<file path="config.mk">
export PLATFORM = sky130hd
export DESIGN_NAME = cdb_arbiter
export DESIGN_NICKNAME = d
export VERILOG_FILES = /design/src/rtl/cdb_arbiter.sv
export SDC_FILE = /design/constraint.sdc
export NUM_CORES = 1
export LEC_CHECK = 0
export CELL_PAD_IN_SITES_DETAIL_PLACEMENT = 1
export CELL_PAD_IN_SITES_GLOBAL_PLACEMENT = 1
export CORE_ASPECT_RATIO = 0.7
export CORE_MARGIN = 2
export CORE_UTILIZATION = 45
export DETAILED_ROUTE_END_ITERATION = 12
export GPL_TIMING_DRIVEN = 0
export PLACE_DENSITY_LB_ADDON = 0.1
export SETUP_SLACK_MARGIN = 0.15
export SLEW_MARGIN = 0
export SYNTH_ARGS = -nofsm -noshare
export SYNTH_HDL_FRONTEND = slang
export SYNTH_SLANG_ARGS = --single-unit
</file>
<file path="constraint.sdc">
create_clock -name clk -period 11.28 [get_ports clk]
set_input_delay 2.256 -clock clk [delete_from_list [all_inputs] [get_ports clk]]
set_output_delay 2.256 -clock clk [all_outputs]
set_load 0.05 [all_outputs]
</file>
<file path="src/rtl/cdb_arbiter.sv">
// cdb_arbiter: round-robin arbiter for the shared common data bus.
// The adder, multiplier and load units each hand over a {tag, value}
// result for one cycle. Each result is held in a small per-source FIFO.
// At most one result per cycle is broadcast on a registered bus that
// feeds every reservation station's tag-match logic.
//
// Optional feature macro: CDB_IDLE_HIZ_EN
//    defined   - cdb_bus floats (all z) whenever cdb_valid is low, so the
//                wire can be shared with other drivers
//    undefined - cdb_bus reads as all zeros when idle
// In both builds, consumers must qualify tag matches with cdb_valid.

module cdb_arbiter #(
   parameter int FIFO_DEPTH = 2,
   parameter int DATA_W     = 40,
   parameter int TAG_W      = 8
) (
   input  logic              clk,
   input  logic              rst,
   input  logic              add_valid,
   input  logic [DATA_W-1:0] add_data,
   output logic              add_ready,
   input  logic              mult_valid,
   input  logic [DATA_W-1:0] mult_data,
   output logic              mult_ready,
   input  logic              load_valid,
   input  logic [DATA_W-1:0] load_data,
   output logic              load_ready,
   output logic              cdb_valid,
   output logic [DATA_W-1:0] cdb_bus,
   output logic [1:0]        cdb_src,
   output logic [2:0]        overflow
);

   localparam int NSRC  = 3;
   localparam int PTR_W = (FIFO_DEPTH > 1) ? $clog2(FIFO_DEPTH) : 1;
   localparam int CNT_W = $clog2(FIFO_DEPTH) + 1;

   // Source index 0 = add, 1 = mult, 2 = load.
   logic [NSRC-1:0]              inValid;
   logic [NSRC-1:0][DATA_W-1:0]  inData;

   logic [NSRC-1:0][FIFO_DEPTH-1:0][DATA_W-1:0] mem_q;
   logic [NSRC-1:0][PTR_W-1:0]  wrPtr_q;
   logic [NSRC-1:0][PTR_W-1:0]  rdPtr_q;
   logic [NSRC-1:0][CNT_W-1:0]  count_q;

   logic [NSRC-1:0] notFull;
   logic [NSRC-1:0] notEmpty;
   logic [NSRC-1:0] tagOk;
   logic [NSRC-1:0] push;
   logic [NSRC-1:0] drop;
   logic [NSRC-1:0] pop;

   logic [1:0]        rrPtr_q;
   logic [1:0]        rrPtr_d;
   logic              winValid;
   logic [1:0]        winSrc;
   logic [DATA_W-1:0] headData;

   logic              cdbValid_q;
   logic [DATA_W-1:0] cdbBus_q;
   logic [1:0]        cdbSrc_q;
   logic [2:0]        overflow_q;

   assign inValid = {load_valid, mult_valid, add_valid};
   assign inData  = {load_data, mult_data, add_data};

   // Per-source status from the registered counts at cycle start. A pop in
   // the same cycle deliberately does not relieve ready. Tag 0 means "no
   // producer", so such results are neither queued nor counted as drops.
   always_comb begin
      notFull  = '0;
      notEmpty = '0;
      tagOk    = '0;
      push     = '0;
      drop     = '0;
      for (int s = 0; s < NSRC; s++) begin
         notFull[s]  = (count_q[s] < CNT_W'(FIFO_DEPTH));
         notEmpty[s] = (count_q[s] != '0);
         tagOk[s]    = (inData[s][DATA_W-1 -: TAG_W] != '0);
         push[s]     = inValid[s] && tagOk[s] && notFull[s];
         drop[s]     = inValid[s] && tagOk[s] && !notFull[s];
      end
   end

   // Round-robin search starting at the pointer, wrapping add -> mult ->
   // load. Only FIFOs that were non-empty at cycle start are candidates;
   // the pointer moves past the winner, or stays put when nobody wins.
   always_comb begin : arbSel
      logic [2:0] cand;
      winValid = 1'b0;
      winSrc   = rrPtr_q;
      cand     = '0;
      for (int i = 0; i < NSRC; i++) begin
         cand = {1'b0, rrPtr_q} + 3'(i);
         if (cand >= 3'(NSRC)) begin
            cand = cand - 3'(NSRC);
         end
         if (!winValid && notEmpty[cand[1:0]]) begin
            winValid = 1'b1;
            winSrc   = cand[1:0];
         end
      end
      pop = '0;
      for (int s = 0; s < NSRC; s++) begin
         pop[s] = winValid && (winSrc == 2'(s));
      end
      if (winValid) begin
         rrPtr_d = (winSrc == 2'd2) ? 2'd0 : winSrc + 2'd1;
      end else begin
         rrPtr_d = rrPtr_q;
      end
   end

   // Head entry of the winning FIFO, selected without out-of-range indexing.
   always_comb begin
      headData = '0;
      for (int s = 0; s < NSRC; s++) begin
         if (winSrc == 2'(s)) begin
            headData = mem_q[s][rdPtr_q[s]];
         end
      end
   end

   // FIFO storage and pointers. Push and pop can happen together; the new
   // entry goes behind existing ones and the count stays the same. Pointers
   // wrap naturally because the depth is a power of two. Storage itself is
   // not cleared on reset since the count alone says what is valid.
   always_ff @(posedge clk) begin
      if (rst) begin
         wrPtr_q <= '0;
         rdPtr_q <= '0;
         count_q <= '0;
      end else begin
         for (int s = 0; s < NSRC; s++) begin
            if (push[s]) begin
               mem_q[s][wrPtr_q[s]] <= inData[s];
               wrPtr_q[s]           <= wrPtr_q[s] + PTR_W'(1);
            end
            if (pop[s]) begin
               rdPtr_q[s] <= rdPtr_q[s] + PTR_W'(1);
            end
            case ({push[s], pop[s]})
               2'b10:   count_q[s] <= count_q[s] + CNT_W'(1);
               2'b01:   count_q[s] <= count_q[s] - CNT_W'(1);
               default: count_q[s] <= count_q[s];
            endcase
         end
      end
   end

   // Round-robin pointer; after reset the adder gets first look.
   always_ff @(posedge clk) begin
      if (rst) begin
         rrPtr_q <= 2'd0;
      end else begin
         rrPtr_q <= rrPtr_d;
      end
   end

   // Registered broadcast. Each popped result is shown for exactly one
   // cycle; when idle the bus register is zeroed but the source is held.
   always_ff @(posedge clk) begin
      if (rst) begin
         cdbValid_q <= 1'b0;
         cdbBus_q   <= '0;
         cdbSrc_q   <= 2'd0;
      end else if (winValid) begin
         cdbValid_q <= 1'b1;
         cdbBus_q   <= headData;
         cdbSrc_q   <= winSrc;
      end else begin
         cdbValid_q <= 1'b0;
         cdbBus_q   <= '0;
      end
   end

   // Sticky drop flags: a result that arrives at a full FIFO is lost and the
   // flag for that source stays set until the next reset.
   always_ff @(posedge clk) begin
      if (rst) begin
         overflow_q <= 3'b000;
      end else begin
         overflow_q <= overflow_q | drop;
      end
   end

   assign add_ready  = notFull[0];
   assign mult_ready = notFull[1];
   assign load_ready = notFull[2];
   assign cdb_valid  = cdbValid_q;
   assign cdb_src    = cdbSrc_q;
   assign overflow   = overflow_q;

`ifdef CDB_IDLE_HIZ_EN
   assign cdb_bus = cdbValid_q ? cdbBus_q : {DATA_W{1'bz}};
`else
   assign cdb_bus = cdbBus_q;
`endif

endmodule
</file>
* Yosys cells after proc, flatten, opt, wreduce, memory -nomap -nowiden
Cells that the tools add are included.
** Storage, ports and cells
- Register bits :: 300
- Output and inout port bits :: 49
- Logic and storage cells :: 141
** Operators by class
- Add/subtract/negate cells :: 18
- Magnitude comparators :: 18
- Equality and inequality tests :: 8
- Mux-type cells :: 38
- Bitwise logic cells :: 3
- Reduce and logical (&&, ||, !) cells :: 36
** Operator list (number)
- $mux 40 :: 12
- $bwmux 80 :: 3
- $demux 40 s1 :: 3
- $reduce_bool 8->1 :: 3
- $logic_and 1x1->1 :: 17
- $mux 2 :: 7
- $lt 1x2->1 const B :: 6
- $pmux 2 s2 :: 3
- $reduce_bool 2->1 :: 6
- $lt 2x3->1 const B :: 3
- $add 2x1->2 const B :: 4
- $eq 2x1->1 const B :: 4
- $eq 2x2->1 const B :: 4
- $mux 1 :: 7
- $add 1x1->1 const B :: 6
- $bmux 1 s2 :: 3
- $ge 3x2->1 const B :: 2
- $lt 2x2->1 const B :: 3
- $reduce_and 2->1 :: 3
- $sub 2x1->2 const B :: 3
- $sub 2x2->2 const B :: 3
- $logic_not 1->1 :: 5
- $add 2x1->3 const B :: 1
- $add 2x2->3 const B :: 1
- other kinds (6) :: 9

* Logic depth before layout (Yosys ltp)
- Word-level depth :: 15
- Mapped depth :: 14

* Worst setup path after synthesis
No wires, ideal clock.
- Path type :: in2reg
- Start point :: in add_data[32]
- End point :: reg mem_q[40] (netlist bit), enable pin
- Setup time :: 495 ps
- Data arrival time :: 5519 ps
- Required time :: 10785 ps
- Slack :: 5265 ps
- Stages :: 4
- Buffers on the path :: 0
- Cell sequence :: nor4_1 > nand2_1 > nand3_1 > nor3b_1
** On the way
- Longest elaborated chain between the ends :: 4
** RTL lines
- start: declaration :: line 21 : input logic [DATA_W-1:0] add_data,
- $reduce_bool 8->1 :: line 81 : tagOk[s] = (inData[s][DATA_W-1 -: TAG_W] != '0);
- $logic_and 1x1->1 (2 in series) :: line 82 : push[s] = inValid[s] && tagOk[s] && notFull[s];
- $reduce_and 2->1 (no source line)
- end signal: indexed assignment :: line 138 : mem_q[s][wrPtr_q[s]] <= inData[s];
- end: declaration :: line 43 : logic [NSRC-1:0][FIFO_DEPTH-1:0][DATA_W-1:0] mem_q;
No other way between the ends.
A chain may end at the register's enable or synchronous reset.

* Worst setup path after layout
- Start point :: in rst
- End point :: reg mem_q[17] (netlist bit), enable pin
** On the way
- Longest elaborated chain between the ends :: 2
** RTL lines
- start: declaration :: line 19 : input logic rst,
- $not 1->1 (no source line)
- $reduce_and 2->1 (no source line)
No other way between the ends.

==> flow_metrics.py <==
metrics = {
    "final_layout": {
        "diodes": 0,
        "drive_gt1_share_pct": 15.6,
        "final_nets": 1289,
        "design_area_um2": 16200,
        "synthToLayoutAreaGrowth_pct": 26.3,
    },
    "sta": {
        "max_slew.worst_pin.slew_ps": 1010,
        "fin_worst_skew_ps": 8.55,
        "timing_hold_violations_final": 0,
        "min_period_over_period_pct": 39.9,
        "drv_slew": 0,
        "period_needed_ps": 4500,
        "fmax_mhz": 222,
        "tns_ps": 0,
        "finalSetupViolCount": 0,
        "slew_headroom_pct": 32.5,
        "grt_setup_unrepaired": "false",
    },
    "yosys": {
        "syn_avg_cell_area_um2": 13.8,
        "syn_nets": 1059,
        "yosys.cell_types.count": 44,
        "ys_async_sr_fraction_pct": 0,
        "ys_ff_latch": 300,
        "yosys_warnings": 0,
        "synth_edf_count": 240,
        "synth_area_um2": 12800,
        "synth_ff_type": "edfxtp_1",
        "syn_inst": 927,
        "synth-seq-area-share_pct": 65.7,
    },
    "floorplan": {
        "dieArea_um2": 29800,
        "io_pins": 174,
        "die-height_um": 145,
        "start_util_pct": 45.9,
        "rows": 51,
        "coreArea_um2": 27900,
        "fp.dieW_um": 206,
    },
    "clock_tree": {
        "cts_tree": "yes",
        "clock_latency_ps": 550,
        "cts_resized": 0,
        "cts_buffer_depth": 3,
        "post-cts-setup-buffers": 0,
        "ctsHoldBuffers": 0,
        "cts_root_buffer": "clkbuf_16",
        "cts_inserted_buffers": 29,
        "cts_sinks": 300,
        "htreeDepth": 1,
        "cts.clk_slew.worst_paths_ps": 60,
    },
    "detailed_routing": {
        "wl_per_cell_um": 24.3,
        "drt-pass1-iter-count": 5,
        "vias_per_cell": 5.86,
        "drc_errors": 0,
        "drt_iter0_drc": 823,
        "vias": 9077,
        "ant_nets": 0,
        "routed_wl_um": 37700,
    },
    "pwr": {
        "clkPwrFrac_pct": 18.9,
        "total_leakage_power_nw": 5.33,
        "powerDensity_nw_per_um2": 295,
        "seq_power_share_pct": 29.3,
        "peakVddDrop_mv": 0.185,
        "comb_power_share_pct": 51.8,
        "switchingPower_mw": 2.04,
        "p_int_mw": 2.72,
        "p_sw_share_pct": 42.8,
    },
    "grt": {
        "grt_pass1_vias": 9534,
        "antenna_found_initial": 0,
        "grt.overflow.total": 0,
        "grt_pass1_wl_um": 57700,
        "grt_max_degree": 15,
        "grt_usage_pct": 25.5,
    },
    "setup_path": {
        "cp-startpoint": "rst",
        "critPathRequiredTime_ps": 11530,
        "crit_path_end_kind": "flip-flop",
        "regToRegSetupSlack_ps": 7540,
        "worst_setup_path_start_kind": "input pin",
        "worstSetupPathType": "input pin to flip-flop",
        "crit_path_max_fanout": 11,
        "r2r-start": "rrPtr_q[0]",
        "cp_data_arrival_time_ps": 4760,
    },
    "min_path": {
        "min_path_type": "flip-flop to flip-flop",
        "hp-start": "overflow[2]",
    },
    "placed_design": {
        "io_buffers": 173,
        "gp_congestion": 0.850,
        "place_area_um2": 15300,
        "hpwlAfterDp_um": 27100,
    },
    "run_status": {
        "status": "finished, final reports clean",
    },
    "flow_run": {
        "maxCapViolations": 0,
    },
}
per-layer routing:
metal / up-vias / global-route usage (%) / wire length (µm)
met5: - / 0 / 0
met4: 0 / 4.68 / 655
met3: 51 / 3.91 / 2250
met2: 312 / 39.7 / 17300
met1: 4640 / 38.0 / 17500
li1: 4074 / - / -
worst paths after layout:
kind	to	depth (start not counted)
max	mem_q[17]	7
min	overflow[2]	2
max reg2reg	count_q[5]	13
min reg2reg	overflow[2]	2
power groups by stage:
stage          Sequential, mW  Combinational (mW)  Clock, mW
2_1_floorplan            1.59                1.44          0
3_3_place_gp             1.43                2.34          0
3_5_place_dp             1.42                2.42          0
4_1_cts                  1.40                2.44      0.920
5_1_grt                  1.41                2.64      0.960
6_report                 1.40                2.47      0.900
sequential cells by signal (all words and copies together) (netlist names):
name / cells
overflow: 3
cdb_valid: 1
rrPtr_q: 2
count_q: 6
mem_q: 240
cdb_src: 2
wrPtr_q: 3
rdPtr_q: 3
cdb_bus: 40
worst max-delay path, stage by stage:
cell and delay [ps]:
clkdlybuf4s50_1 450, clkbuf_1 330, buf_1 360, nor3_2 720, buf_6 250, buf_6 180, buf_6 190
per-stage QoR:
stage | instances | worst slack [ps] | power (mW) | util (%) | hold WS [ps]
after floorplan | 927 | 5270 | 3.03 | - | 481
after global placement | 1471 | 1380 | 3.77 | 53.8 | 449
after detailed placement | 1497 | 6180 | 3.84 | 54.9 | 462
after CTS | 1548 | 6790 | 4.76 | 58.0 | 478
after global routing | 1548 | 6650 | 5.01 | 58.0 | 519
final | 1548 | 6780 | 4.76 | 58.0 | 467
cells in the final DEF, fill, tap and decap left out, types with 44 or more instances in the layout:
master	n
clkbuf_1	54
clkdlybuf4s50_1	173
dfxtp_1	60
edfxtp_1	240
mux2_2	80
nand2_1	47
nor2_1	54
nor3_1	44
o21ai_0	45
cells by family after synthesis:
logic type / after synthesis / share of synthesized area [%]
flip-flops: 300 / 65.7
AND/OR/NAND/NOR: 222 / 8.70
AO/OA/AOI/OAI: 187 / 11.3
multiplexers: 122 / 10.3
buffers and inverters: 79 / 2.57
XOR/XNOR: 10 / 0.684
adder cells (fa/ha/maj): 7 / 0.684
synth_stat cells (2+ instances only):
| cell type | number | area, µm² |
|---|---|---|
| inv_1 | 7 | 26.3 |
| or3_1 | 6 | 37.5 |
| nor4_1 | 8 | 50.1 |
| a21oi_1 | 8 | 40.0 |
| buf_2 | 23 | 115 |
| edfxtp_1 | 240 | 7210 |
| nor2_1 | 54 | 203 |
| nand3_1 | 3 | 15.0 |
| buf_1 | 6 | 22.5 |
| mux2_2 | 80 | 901 |
| o31ai_1 | 41 | 308 |
| a32o_1 | 40 | 400 |
| nor3_1 | 47 | 235 |
| and2_1 | 41 | 257 |
| clkbuf_1 | 41 | 154 |
| a211oi_2 | 2 | 25.0 |
| a21o_1 | 2 | 15.0 |
| nor2_2 | 2 | 12.5 |
| or3b_2 | 2 | 17.5 |
| a31oi_1 | 3 | 18.8 |
| nand2_1 | 47 | 176 |
| nor3b_1 | 5 | 37.5 |
| o31a_1 | 2 | 17.5 |
| xor2_1 | 7 | 61.3 |
| ha_1 | 7 | 87.6 |
| dfxtp_1 | 60 | 1200 |
| o21ai_0 | 45 | 225 |
| xnor2_1 | 3 | 26.3 |
| mux2i_1 | 41 | 410 |
| a221oi_1 | 40 | 350 |
final cells by class:
cell class                      count  area, µm²
Buffer                             71        299
Timing Repair Buffer              199       2020
Clock buffer                       43        788
Fill cell                        2733      11700
Sequential cell                   300       8410
Clock inverter                      8       63.8
Tap cell                          371        464
Multi-Input combinational cell    548       4090
Inverter                            8       30.0
(Power assumes the default switching activity.)
